File: src/rtl/key_bcd_counter.sv
// key_bcd_counter
//   Debounces one active-low pushbutton and counts accepted presses in a three-digit BCD
//   counter (000-999). The counter steps up or down according to a switch. The module
//   drives the digit inputs of the board's seven-segment decoders.
//
// Optional feature (macro KEY_BCD_COUNTER_AUTO_REPEAT_EN):
//   While the key stays debounced-pressed, extra press strobes are generated.
//   The first comes after REPEAT_DELAY cycles and later ones every REPEAT_PERIOD cycles.
//
// Ports:
//   clk         in   system clock
//   reset_n     in   asynchronous active-low reset
//   key_n       in   raw pushbutton, low = pressed, asynchronous to clk
//   up          in   count direction, 1 = up, 0 = down, raw switch level
//   clear       in   synchronous clear of the count (has priority over a press)
//   bcd0        out  ones digit
//   bcd1        out  tens digit
//   bcd2        out  hundreds digit
//   press_pulse out  one-cycle strobe per accepted press
//   wrap        out  one-cycle strobe when the count wraps 999->000 or 000->999
module key_bcd_counter #(
    parameter int unsigned DEBOUNCE_CYCLES = 500000,
    parameter int unsigned REPEAT_DELAY    = 25000000,
    parameter int unsigned REPEAT_PERIOD   = 5000000
) (
    input  logic       clk,
    input  logic       reset_n,
    input  logic       key_n,
    input  logic       up,
    input  logic       clear,
    output logic [3:0] bcd0,
    output logic [3:0] bcd1,
    output logic [3:0] bcd2,
    output logic       press_pulse,
    output logic       wrap
);

    localparam int unsigned CntW = $clog2(DEBOUNCE_CYCLES + 1);
    localparam logic [CntW-1:0] CntMax = CntW'(DEBOUNCE_CYCLES);

    typedef enum logic [1:0] {
        StIdle,
        StPressWait,
        StPressed,
        StReleaseWait
    } state_e;

    // Two-flop synchronisers; key idles released (1), direction idles down (0).
    logic key_meta_q, key_s_q;
    logic up_meta_q, up_s_q;

    always_ff @(posedge clk or negedge reset_n) begin
        if (!reset_n) begin
            key_meta_q <= 1'b1;
            key_s_q    <= 1'b1;
            up_meta_q  <= 1'b0;
            up_s_q     <= 1'b0;
        end else begin
            key_meta_q <= key_n;
            key_s_q    <= key_meta_q;
            up_meta_q  <= up;
            up_s_q     <= up_meta_q;
        end
    end

    state_e          state_q, state_d;
    logic [CntW-1:0] cnt_q, cnt_d;
    logic            pulse_q, pulse_d;

`ifdef KEY_BCD_COUNTER_AUTO_REPEAT_EN
    localparam int unsigned HoldMax = (REPEAT_DELAY > REPEAT_PERIOD) ? REPEAT_DELAY
                                                                     : REPEAT_PERIOD;
    localparam int unsigned HoldW = $clog2(HoldMax + 1);
    localparam logic [HoldW-1:0] DelayLast  = HoldW'(REPEAT_DELAY - 1);
    localparam logic [HoldW-1:0] PeriodLast = HoldW'(REPEAT_PERIOD - 1);

    logic [HoldW-1:0] hold_q, hold_d;
    // Set once the first repeat has fired; later repeats use the shorter period.
    logic             rep_q, rep_d;
`else
    logic unused_repeat_params;
    assign unused_repeat_params = (REPEAT_DELAY == REPEAT_PERIOD);
`endif

    always_comb begin
        state_d = state_q;
        cnt_d   = cnt_q;
        pulse_d = 1'b0;
`ifdef KEY_BCD_COUNTER_AUTO_REPEAT_EN
        // Anything other than staying in StPressed clears the hold timer.
        hold_d  = '0;
        rep_d   = 1'b0;
`endif
        unique case (state_q)
            StIdle: begin
                if (!key_s_q) begin
                    state_d = StPressWait;
                    cnt_d   = CntW'(1);
                end
            end
            StPressWait: begin
                if (key_s_q) begin
                    state_d = StIdle;
                    cnt_d   = '0;
                end else if (cnt_q == CntMax) begin
                    state_d = StPressed;
                    cnt_d   = '0;
                    pulse_d = 1'b1;
                end else begin
                    cnt_d = cnt_q + CntW'(1);
                end
            end
            StPressed: begin
                if (key_s_q) begin
                    state_d = StReleaseWait;
                    cnt_d   = CntW'(1);
                end else begin
`ifdef KEY_BCD_COUNTER_AUTO_REPEAT_EN
                    rep_d = rep_q;
                    if (hold_q == (rep_q ? PeriodLast : DelayLast)) begin
                        pulse_d = 1'b1;
                        hold_d  = '0;
                        rep_d   = 1'b1;
                    end else begin
                        hold_d = hold_q + HoldW'(1);
                    end
`endif
                end
            end
            StReleaseWait: begin
                if (!key_s_q) begin
                    state_d = StPressed;
                    cnt_d   = '0;
                end else if (cnt_q == CntMax) begin
                    state_d = StIdle;
                    cnt_d   = '0;
                end else begin
                    cnt_d = cnt_q + CntW'(1);
                end
            end
        endcase
    end

    always_ff @(posedge clk or negedge reset_n) begin
        if (!reset_n) begin
            state_q <= StIdle;
            cnt_q   <= '0;
            pulse_q <= 1'b0;
        end else begin
            state_q <= state_d;
            cnt_q   <= cnt_d;
            pulse_q <= pulse_d;
        end
    end

`ifdef KEY_BCD_COUNTER_AUTO_REPEAT_EN
    always_ff @(posedge clk or negedge reset_n) begin
        if (!reset_n) begin
            hold_q <= '0;
            rep_q  <= 1'b0;
        end else begin
            hold_q <= hold_d;
            rep_q  <= rep_d;
        end
    end
`endif

    // BCD counter: digits ripple directly in BCD, stepping on the edge that ends the strobe.
    logic [3:0] bcd0_q, bcd0_d, bcd1_q, bcd1_d, bcd2_q, bcd2_d;
    logic       wrap_q, wrap_d;

    always_comb begin
        bcd0_d = bcd0_q;
        bcd1_d = bcd1_q;
        bcd2_d = bcd2_q;
        wrap_d = 1'b0;
        if (clear) begin
            bcd0_d = 4'd0;
            bcd1_d = 4'd0;
            bcd2_d = 4'd0;
        end else if (pulse_q) begin
            if (up_s_q) begin
                if (bcd0_q != 4'd9) begin
                    bcd0_d = bcd0_q + 4'd1;
                end else begin
                    bcd0_d = 4'd0;
                    if (bcd1_q != 4'd9) begin
                        bcd1_d = bcd1_q + 4'd1;
                    end else begin
                        bcd1_d = 4'd0;
                        if (bcd2_q != 4'd9) begin
                            bcd2_d = bcd2_q + 4'd1;
                        end else begin
                            bcd2_d = 4'd0;
                            wrap_d = 1'b1;
                        end
                    end
                end
            end else begin
                if (bcd0_q != 4'd0) begin
                    bcd0_d = bcd0_q - 4'd1;
                end else begin
                    bcd0_d = 4'd9;
                    if (bcd1_q != 4'd0) begin
                        bcd1_d = bcd1_q - 4'd1;
                    end else begin
                        bcd1_d = 4'd9;
                        if (bcd2_q != 4'd0) begin
                            bcd2_d = bcd2_q - 4'd1;
                        end else begin
                            bcd2_d = 4'd9;
                            wrap_d = 1'b1;
                        end
                    end
                end
            end
        end
    end

    always_ff @(posedge clk or negedge reset_n) begin
        if (!reset_n) begin
            bcd0_q <= 4'd0;
            bcd1_q <= 4'd0;
            bcd2_q <= 4'd0;
            wrap_q <= 1'b0;
        end else begin
            bcd0_q <= bcd0_d;
            bcd1_q <= bcd1_d;
            bcd2_q <= bcd2_d;
            wrap_q <= wrap_d;
        end
    end

    assign bcd0        = bcd0_q;
    assign bcd1        = bcd1_q;
    assign bcd2        = bcd2_q;
    assign press_pulse = pulse_q;
    assign wrap        = wrap_q;

endmodule

File: config.mk
export PLATFORM = sky130hd
export DESIGN_NAME = key_bcd_counter
export DESIGN_NICKNAME = d
export VERILOG_FILES = /design/src/rtl/key_bcd_counter.sv
export SDC_FILE = /design/constraint.sdc
export NUM_CORES = 1
export LEC_CHECK = 0
export CORE_ASPECT_RATIO = 1.2
export CORE_MARGIN = 5
export CORE_UTILIZATION = 53
export CTS_BUF_LIST = sky130_fd_sc_hd__clkbuf_16
export DETAILED_ROUTE_END_ITERATION = 8
export GPL_TIMING_DRIVEN = 0
export MAX_ROUTING_LAYER = met4
export PLACE_DENSITY = 0.76
export SKIP_CTS_REPAIR_TIMING = 1
export SYNTH_ARGS = -nofsm -noshare
export SYNTH_HDL_FRONTEND = slang
export SYNTH_SLANG_ARGS = --single-unit
File: constraint.sdc
create_clock -name clk -period 1.7 [get_ports clk]
set_input_delay 0.34 -clock clk [delete_from_list [all_inputs] [get_ports clk]]
set_output_delay 0.34 -clock clk [all_outputs]
set_load 0.05 [all_outputs]
==> results of run 1 <==
[flip-flops by register name, indices dropped and copies added, names as in the netlist, named ones only]
register,count
up_s_q,1
key_s_q,1
bcd0,4
state_q,1
bcd2,4
wrap,1
press_pulse,1
cnt_q,19
up_meta_q,1
key_meta_q,1
bcd1,4
[layout make-up]
cell class	instances	area (µm²)	share of cell area, %
buffer	15	92.6	2.74
timing repair buffer	50	503	14.9
tap	58	72.6	2.15
clock inverter	3	12.5	0.370
inverter	9	38.8	1.15
clock buffer	5	125	3.70
sequential	39	983	29.1
multi-input combinational	209	1550	45.9
[cells by family (layout without fill, tap and decap cells)]
| family | after synthesis | count (layout) | synth area share (%) |
|---|---|---|---|
| simple gates | 111 | 111 | 26.8 |
| compound gates | 81 | 81 | 21.2 |
| flops | 39 | 39 | 39.9 |
| buf+inv | 25 | 82 | 5.05 |
| xor+xnor | 7 | 7 | 2.50 |
| fa+ha+maj | 5 | 5 | 2.55 |
| mux | 5 | 5 | 2.09 |
[cells in the final DEF (no fill, tap or decap), drive strengths merged, types with 10 or more instances in the layout]
| cell type | netlist | final |
|---|---|---|
| dfrtp | 37 | 37 |
| a31oi | 13 | 13 |
| nand2 | 26 | 26 |
| clkbuf | 7 | 14 |
| dlymetal6s2s | 0 | 14 |
| o21ai | 22 | 22 |
| inv | 9 | 10 |
| buf | 9 | 40 |
| a21oi | 20 | 20 |
| nor2 | 20 | 20 |
| nand3 | 10 | 10 |
[per-stage QoR]
step | std cells | total power (µW) | worst slack (ns) | hold slack (ns) | area [µm²]
after floorplan | 273 | 2030 | -0.215 | 0.0444 | 2490
after global routing | 388 | 4070 | -0.367 | 0.250 | 3380
after CTS | 356 | 3250 | -0.317 | 0.210 | 2870
after global placement | 348 | 2300 | -0.875 | 0.333 | 2740
final | 388 | 3910 | -0.295 | 0.179 | 3380
after detailed placement | 348 | 2340 | -0.260 | 0.335 | 2730
[worst max-delay path, stage by stage, from the launching register on]
cell       delay [ns]
dfrtp_1          0.40
buf_6            0.13
buf_6            0.11
inv_4            0.06
ha_4             0.12
nor4b_4          0.20
and3_4           0.25
a21oi_4          0.08
buf_6            0.16
clkbuf_16        0.17
a22o_1           0.21
[worst max-delay path by stage]
stage	start	end	slack, ns	depth (start not counted)
after global placement	reset_n	bcd0[0]$_DFFE_PN0P_	-0.87	1
after detailed placement	cnt_q[0]$_DFFE_PN0P_	cnt_q[18]$_DFFE_PN0P_	-0.26	9
after global routing	cnt_q[0]$_DFFE_PN0P_	cnt_q[15]$_DFFE_PN0P_	-0.37	11
final	cnt_q[0]$_DFFE_PN0P_	cnt_q[4]$_DFFE_PN0P_	-0.29	10
after floorplan	bcd0[1]$_DFFE_PN0P_	bcd2[3]$_DFFE_PN0P_	-0.22	7
after CTS	cnt_q[0]$_DFFE_PN0P_	cnt_q[0]$_DFFE_PN0P_	-0.32	9
[per-layer routing]
layer	wire (µm)	up-vias	global-route usage, %
met5	0	-	-
met4	163	0	7.86
met3	353	19	3.47
met2	3530	84	34.6
met1	2620	1156	22.9
li1	-	1115	-
[power breakdown]
part | total [µW] | internal [µW] | switching (µW) | leakage (µW)
combinational | 1800 | 846 | 953 | 0.00106
clock | 916 | 531 | 384 | 0.0000724
sequential | 1200 | 1030 | 167 | 0.000514
==> run metrics, run 1 <==
run status=finished, violations left; failing checks=negative setup slack; Initial Util=54.2%; Cell Area, Synth=2450 µm²; first-pass GRT wire length=9550 µm; clk buf depth=2; R2R Path End=cnt_q[4]$_DFFE_PN0P_; CTS clock-pin slew for the worst setup and hold paths=around 0.060 ns; vias per cell=6.12; highest clock rate=0.501 GHz; Die H=between 80 and 90 µm; largest net degree at the start of global routing=40; row cnt=27; Max-Cap Viols=0; CP arrival=2.17 ns; worst rel slew slack=38.9%; area added between synthesis and finish=37.7%; # setup viols final=30; CP Data Required Time=1.88 ns; critical path class=register to register; nets=339; final core occ=about three quarters; CTS Root Cell=clkbuf_16; Slew Viols, Final=0; CTS buffer count=5; crit path time final=1.99 ns; Clk Latency, worst-skew pair=0.29 ns; skew final=0.00740 ns; sequential element share of the synthesized area=39.9%; Yosys top cell area share=a little under two fifths; Total GRT Usage=approximately a fifth; post-synth top area cell=dfrtp_1; Avg Cell Area, Syn=8.99 µm²; endpoint type of the worst setup path=register; die area=6100 µm²; initial antenna violation count=0; wire length per cell=between 15 and 20 µm; Slew @ Worst Pin=around 0.9 ns; Final WS setup=-0.295 ns; CP Launch Type=register; port bufs=17; GP Congestion=roughly 0.8; VDD IR max=668 µV; Syn. warnings=0; Ports=19; ys flop type=dfrtp_1; ys async rst share=100%; fill cell count=328; period utilization=117%; Min-Delay Path Class=input pin to asynchronous set/reset pin; vias in the first global route=2066; DR pass1 iterations=4; core footprint=4530 µm²; leakage power=roughly 0.0016 µW; Congestion Overflow GR=0; RSZ-0062 raised after global routing=true; number of flops mapped to enable cells by yosys=0; Final ANT Viol Nets=0; die width=between 70 and 80 µm; CTS tree=done; vias post-DR=2374; layout cell share with drive strength beyond 1=30.3%; synth unique cells=60; ANT cells=0; clock sink count=39; CTS H-tree lvls=2; setup TNS=-5.52 ns; cell count after synthesis=273; First DRT Iteration DRCs=207; Post-route DRC=0; Power Dens Cells=1160 nW/µm²; final WL=6670 µm; Yosys reg bits=39; Max Fanout on Critical Path=7; syn nets=~280; flop2flop setup slack=-0.29 ns; Final Hold Fails=0; r2r worst-path depth=10; FF-to-FF Start=cnt_q[0]$_DFFE_PN0P_; most frequent cell after synthesis=dfrtp_1; top post-synthesis cells by count=dfrtp_1, nand2_1, nor2_1; hpwl dp=3810 µm; top post-synthesis cells by area=dfrtp_1, nand2_1, a21oi_1
(Power assumes the default switching activity.)
==> inputs of run 2 (changes only) <==
--- a/config.mk
+++ b/config.mk
@@ -7,12 +7,11 @@
 export LEC_CHECK = 0
 export CORE_ASPECT_RATIO = 1.2
 export CORE_MARGIN = 5
-export CORE_UTILIZATION = 53
-export CTS_BUF_LIST = sky130_fd_sc_hd__clkbuf_16
+export CORE_UTILIZATION = 45
 export DETAILED_ROUTE_END_ITERATION = 8
 export GPL_TIMING_DRIVEN = 0
 export MAX_ROUTING_LAYER = met4
-export PLACE_DENSITY = 0.76
+export PLACE_DENSITY = 0.67
 export SKIP_CTS_REPAIR_TIMING = 1
 export SYNTH_ARGS = -nofsm -noshare
 export SYNTH_HDL_FRONTEND = slang
==> run metrics, run 2 (synthesis gave the netlist of run 1 again) <==
pre-CTS setup slack=-0.256 ns; ANT cells=0; Congestion Overflow GR=0; crit path time final=1.84 ns; r2r worst-path depth=8; Worst Setup SP=bcd0[1]$_DFFE_PN0P_; die area=7040 µm²; final WL=~6300 µm; Min-Delay Path Class=input pin to asynchronous set/reset pin; Top reg by flops=cnt_q; Post-route DRC=0; R2R Path End=bcd2[1]$_DFFE_PN0P_; CTS clock-pin slew for the worst setup and hold paths=0.08 ns; FF-to-FF Start=bcd0[1]$_DFFE_PN0P_; skew final=roughly 0.0056 ns; VDD IR max=675 µV; clock sink count=39; RSZ-0062 raised after global routing=true; vias in the first global route=approximately 2100; multi-input combinational cell area=1610 µm²; Slew @ Worst Pin=0.890 ns; core footprint=5300 µm²; initial antenna violation count=0; CP Data Required Time=approximately 1.9 ns; Reg area=between 900 and 1000 µm²; wire length per cell=approximately 16 µm; hold slack=0.161 ns; Max Fanout on Critical Path=5; Slew Viols, Final=0; Power Dens Cells=1060 nW/µm²; hpwl dp=roughly 3800 µm; endpoint type of the worst setup path=register; largest net degree at the start of global routing=40; Most common cell on crit path=nor3b_4; critical path class=register to register; first-pass GRT wire length=9560 µm; Clk Latency, worst-skew pair=0.29 ns; CP max stage delay=0.45 ns; flop2flop setup slack=-0.14 ns; vias post-DR=approximately 2200; Final Hold Fails=0; vias per cell=5.80; layout cell share with drive strength beyond 1=35.5%; die width=77.4 µm; critical path buffer and inverter count=2; GP Congestion=0.879; Final WS setup=-0.143 ns; CTS buffer count=5; critical-path cell list=inv_4, ha_4, nor3b_4, o21a_1, nor3b_4, buf_6, nand2b_1, a21oi_1; # setup viols final=18; worst rel slew slack=40.7%; Ports=19; CP arrival=2.00 ns; row cnt=29; CTS Root Cell=clkbuf_8; Initial Util=about 46%; highest clock rate=about 0.54 GHz; number of flip-flops in the largest register=19; First DRT Iteration DRCs=between 80 and 90; area added between synthesis and finish=36.5%; commonest non-fill, non-tap cell in the layout=dfrtp_1; Max-Cap Viols=0; period utilization=108%; slowest cell on the critical path=dfrtp_2; Placed Cells=352; port bufs=17; nets=333; CTS tree=done; CTS H-tree lvls=2; DR pass1 iterations=4; most frequent cells in the layout=dfrtp_1, nand2_1, buf_4; fill cell count=462; leakage power=0.00160 µW; clk buf depth=2; cell family with most CP delay=simple AND/OR/NAND/NOR gates; Non-Filler Instances=just under 400; Die H=90.9 µm; Total GRT Usage=16.8%; failing checks=negative setup slack; run status=finished, violations left; CP Launch Type=register; Final ANT Viol Nets=0
==> run 2: where the power goes <==
group          internal (µW)  leakage, µW  total, µW  switching (µW)
clock network            281    0.0000477        626             345
logic                    801      0.00105       1720             918
registers               1030     0.000502       1200             168
total                   2110      0.00160       3540            1430
==> run 2: final cells by class <==
cell class              count  area share, %
clock buffers               5           2.06
plain buffers              15           2.80
flip-flops and latches     39           29.6
clock inverters             3          0.448
well taps                  62           2.32
inverters                   9           1.08
multi-input cells         209           48.2
repair buffers             44           13.5
==> run 2: metrics by stage <==
stage | util [%] | TNS [ns] | power, µW | cell area, µm²
3_5_place_dp | 51.7 | -4.46 | 2340 | 2740
6_report | 63.2 | -1.13 | 3540 | 3350
3_3_place_gp | 51.8 | -32.39 | 2320 | 2740
2_1_floorplan | - | -0.995 | 2030 | 2490
5_1_grt | 63.2 | -3.09 | 3760 | 3350
4_1_cts | 53.3 | -8.14 | 2970 | 2820
==> run 2: how the worst max path moves through the flow <==
stage                                to  depth (start not counted)
floorplan           bcd2[3]$_DFFE_PN0P_                          7
global placement    bcd0[0]$_DFFE_PN0P_                          1
detailed placement  bcd2[3]$_DFFE_PN0P_                          7
CTS                             bcd0[2]                          1
global route        bcd2[1]$_DFFE_PN0P_                          8
finish              bcd2[1]$_DFFE_PN0P_                          8
==> run 2: metal layers <==
layer	global-route usage (%)	part of all wire, %	vias up
li1	-	-	1098
met1	20.6	42	1092
met2	27.1	53	44
met3	3.29	3.2	5
met4	6.30	0.97	0
met5	-	0	-
==> inputs of run 3 (changes only) <==
--- a/config.mk
+++ b/config.mk
@@ -9,7 +9,7 @@
 export CORE_MARGIN = 5
 export CORE_UTILIZATION = 45
 export DETAILED_ROUTE_END_ITERATION = 8
-export GPL_TIMING_DRIVEN = 0
+export GPL_TIMING_DRIVEN = 1
 export MAX_ROUTING_LAYER = met4
 export PLACE_DENSITY = 0.67
 export SKIP_CTS_REPAIR_TIMING = 1
==> run metrics, run 3 (synthesis gave the netlist of run 1 again) <==
run status=finished, violations left; failing checks=negative setup slack; Non-Filler Instances=roughly 400; commonest non-fill, non-tap cell in the layout=buf_4; vias in the first global route=2196; leakage power=0.00152 µW; Initial Util=46.3%; First DRT Iteration DRCs=74; CTS clock-pin slew for the worst setup and hold paths=0.08 ns; GP Congestion=0.859; Die H=90.9 µm; critical-path cell list=inv_2, ha_4, nor4b_4, and3_4, a21oi_4, buf_6, or2b_1, a31oi_1; clock sink count=39; DP Area=3160 µm²; final WL=6310 µm; ANT cells=0; skew final=0.00587 ns; most frequent cells in the layout=buf_4, dfrtp_1, nand2_1; slowest cell on the critical path=dfrtp_1; core footprint=~5300 µm²; CTS Root Cell=clkbuf_8; row cnt=29; critical path class=register to register; Final Hold Fails=0; Slew @ Worst Pin=0.762 ns; Total GRT Usage=17.4%; first-pass GRT wire length=10000 µm; CP Data Required Time=1.91 ns; CP max stage delay=approximately 0.37 ns; Top reg by flops=cnt_q; highest clock rate=0.573 GHz; worst rel slew slack=49.0%; critical path buffer and inverter count=2; die width=77.4 µm; VDD IR max=645 µV; CTS tree=done; vias per cell=around 5.7; die area=7040 µm²; CP arrival=about 2.0 ns; Clk Latency, worst-skew pair=roughly 0.29 ns; number of flip-flops in the largest register=19; post-route cell area=3490 µm²; pre-CTS setup slack=-0.186 ns; Final ANT Viol Nets=0; wire length per cell=around 15 µm; crit path time final=between 1.5 and 2 ns; layout cell share with drive strength beyond 1=about 40%; # setup viols final=5; fill cell count=430; CTS buffer count=5; Congestion Overflow GR=0; endpoint type of the worst setup path=register; cell family with most CP delay=simple AND/OR/NAND/NOR gates; RSZ-0062 raised after global routing=true; Max Fanout on Critical Path=8; port bufs=18; Max-Cap Viols=0; vias post-DR=2348; DR pass1 iterations=4; clk buf depth=2; Final WS setup=-0.0466 ns; Post-route DRC=0; hpwl dp=4270 µm; Placed Cells=393; Ports=19; Slew Viols, Final=0; CP Launch Type=register; nets=358; initial antenna violation count=0; Power Dens Cells=984 nW/µm²; CTS H-tree lvls=2; period utilization=103%; largest net degree at the start of global routing=16; Min-Delay Path Class=register to register; area added between synthesis and finish=42.4%
run 3: cell types whose count changed in the layout (fill, tap and decap cells not counted), sizes merged:
cell,before,now
dlymetal6s2s,14,0
clkinvlp,0,2
clkinv,3,1
buf,34,80
clkdlybuf4s50,2,3
dlygate4sd3,0,1
clkbuf,14,5
run 3: where the power goes:
group	internal [µW]	total [µW]	switching [µW]
logic	792	1680	891
clock network	285	622	336
registers	1030	1130	106
run 3: per-stage QoR:
stage	TNS [ns]	power (µW)	hold WS [ns]	utilization, %
after floorplan	-0.995	2030	0.0444	-
after global placement	-0.238	2520	0.249	59.7
after detailed placement	-0.906	2560	0.246	59.7
after CTS	-1.33	3200	-0.0763	61.4
after global routing	-1.29	3690	0.361	66.0
final	-0.175	3440	0.352	66.0
run 3: path summary, 6_finish.rpt:
check	to	cells after the start	start	slack [ns]
max in group asynchronous	key_s_q$_DFF_PN1_	3	reset_n	0.67
hold reg to reg	up_s_q$_DFF_PN0_	0	up_meta_q$_DFF_PN0_	0.35
min in group asynchronous	bcd0[1]$_DFFE_PN0P_	2	reset_n	0.46
hold / removal	up_s_q$_DFF_PN0_	0	up_meta_q$_DFF_PN0_	0.35
setup reg to reg	cnt_q[10]$_DFFE_PN0P_	8	cnt_q[0]$_DFFE_PN0P_	-0.05
setup / recovery	cnt_q[10]$_DFFE_PN0P_	8	cnt_q[0]$_DFFE_PN0P_	-0.05
run 3: area by class of cell:
class	instances	area [µm²]	area share (%)
flip-flops and latches	39	983	28.1
inverters	9	36.3	1.04
multi-input cells	209	1530	43.7
clock inverters	3	20.0	0.573
repair buffers	84	782	22.4
clock buffers	5	68.8	1.97
well taps	62	77.6	2.22
run 3: routing by layer:
metal	share of wire (%)	wire [µm]	global-route usage [%]	vias to the layer above
li1	-	-	-	1149
met1	40	2500	21.4	1136
met2	56	3510	28.9	51
met3	3.2	204	2.99	12
met4	1.6	103	5.30	0
met5	0	0	-	-
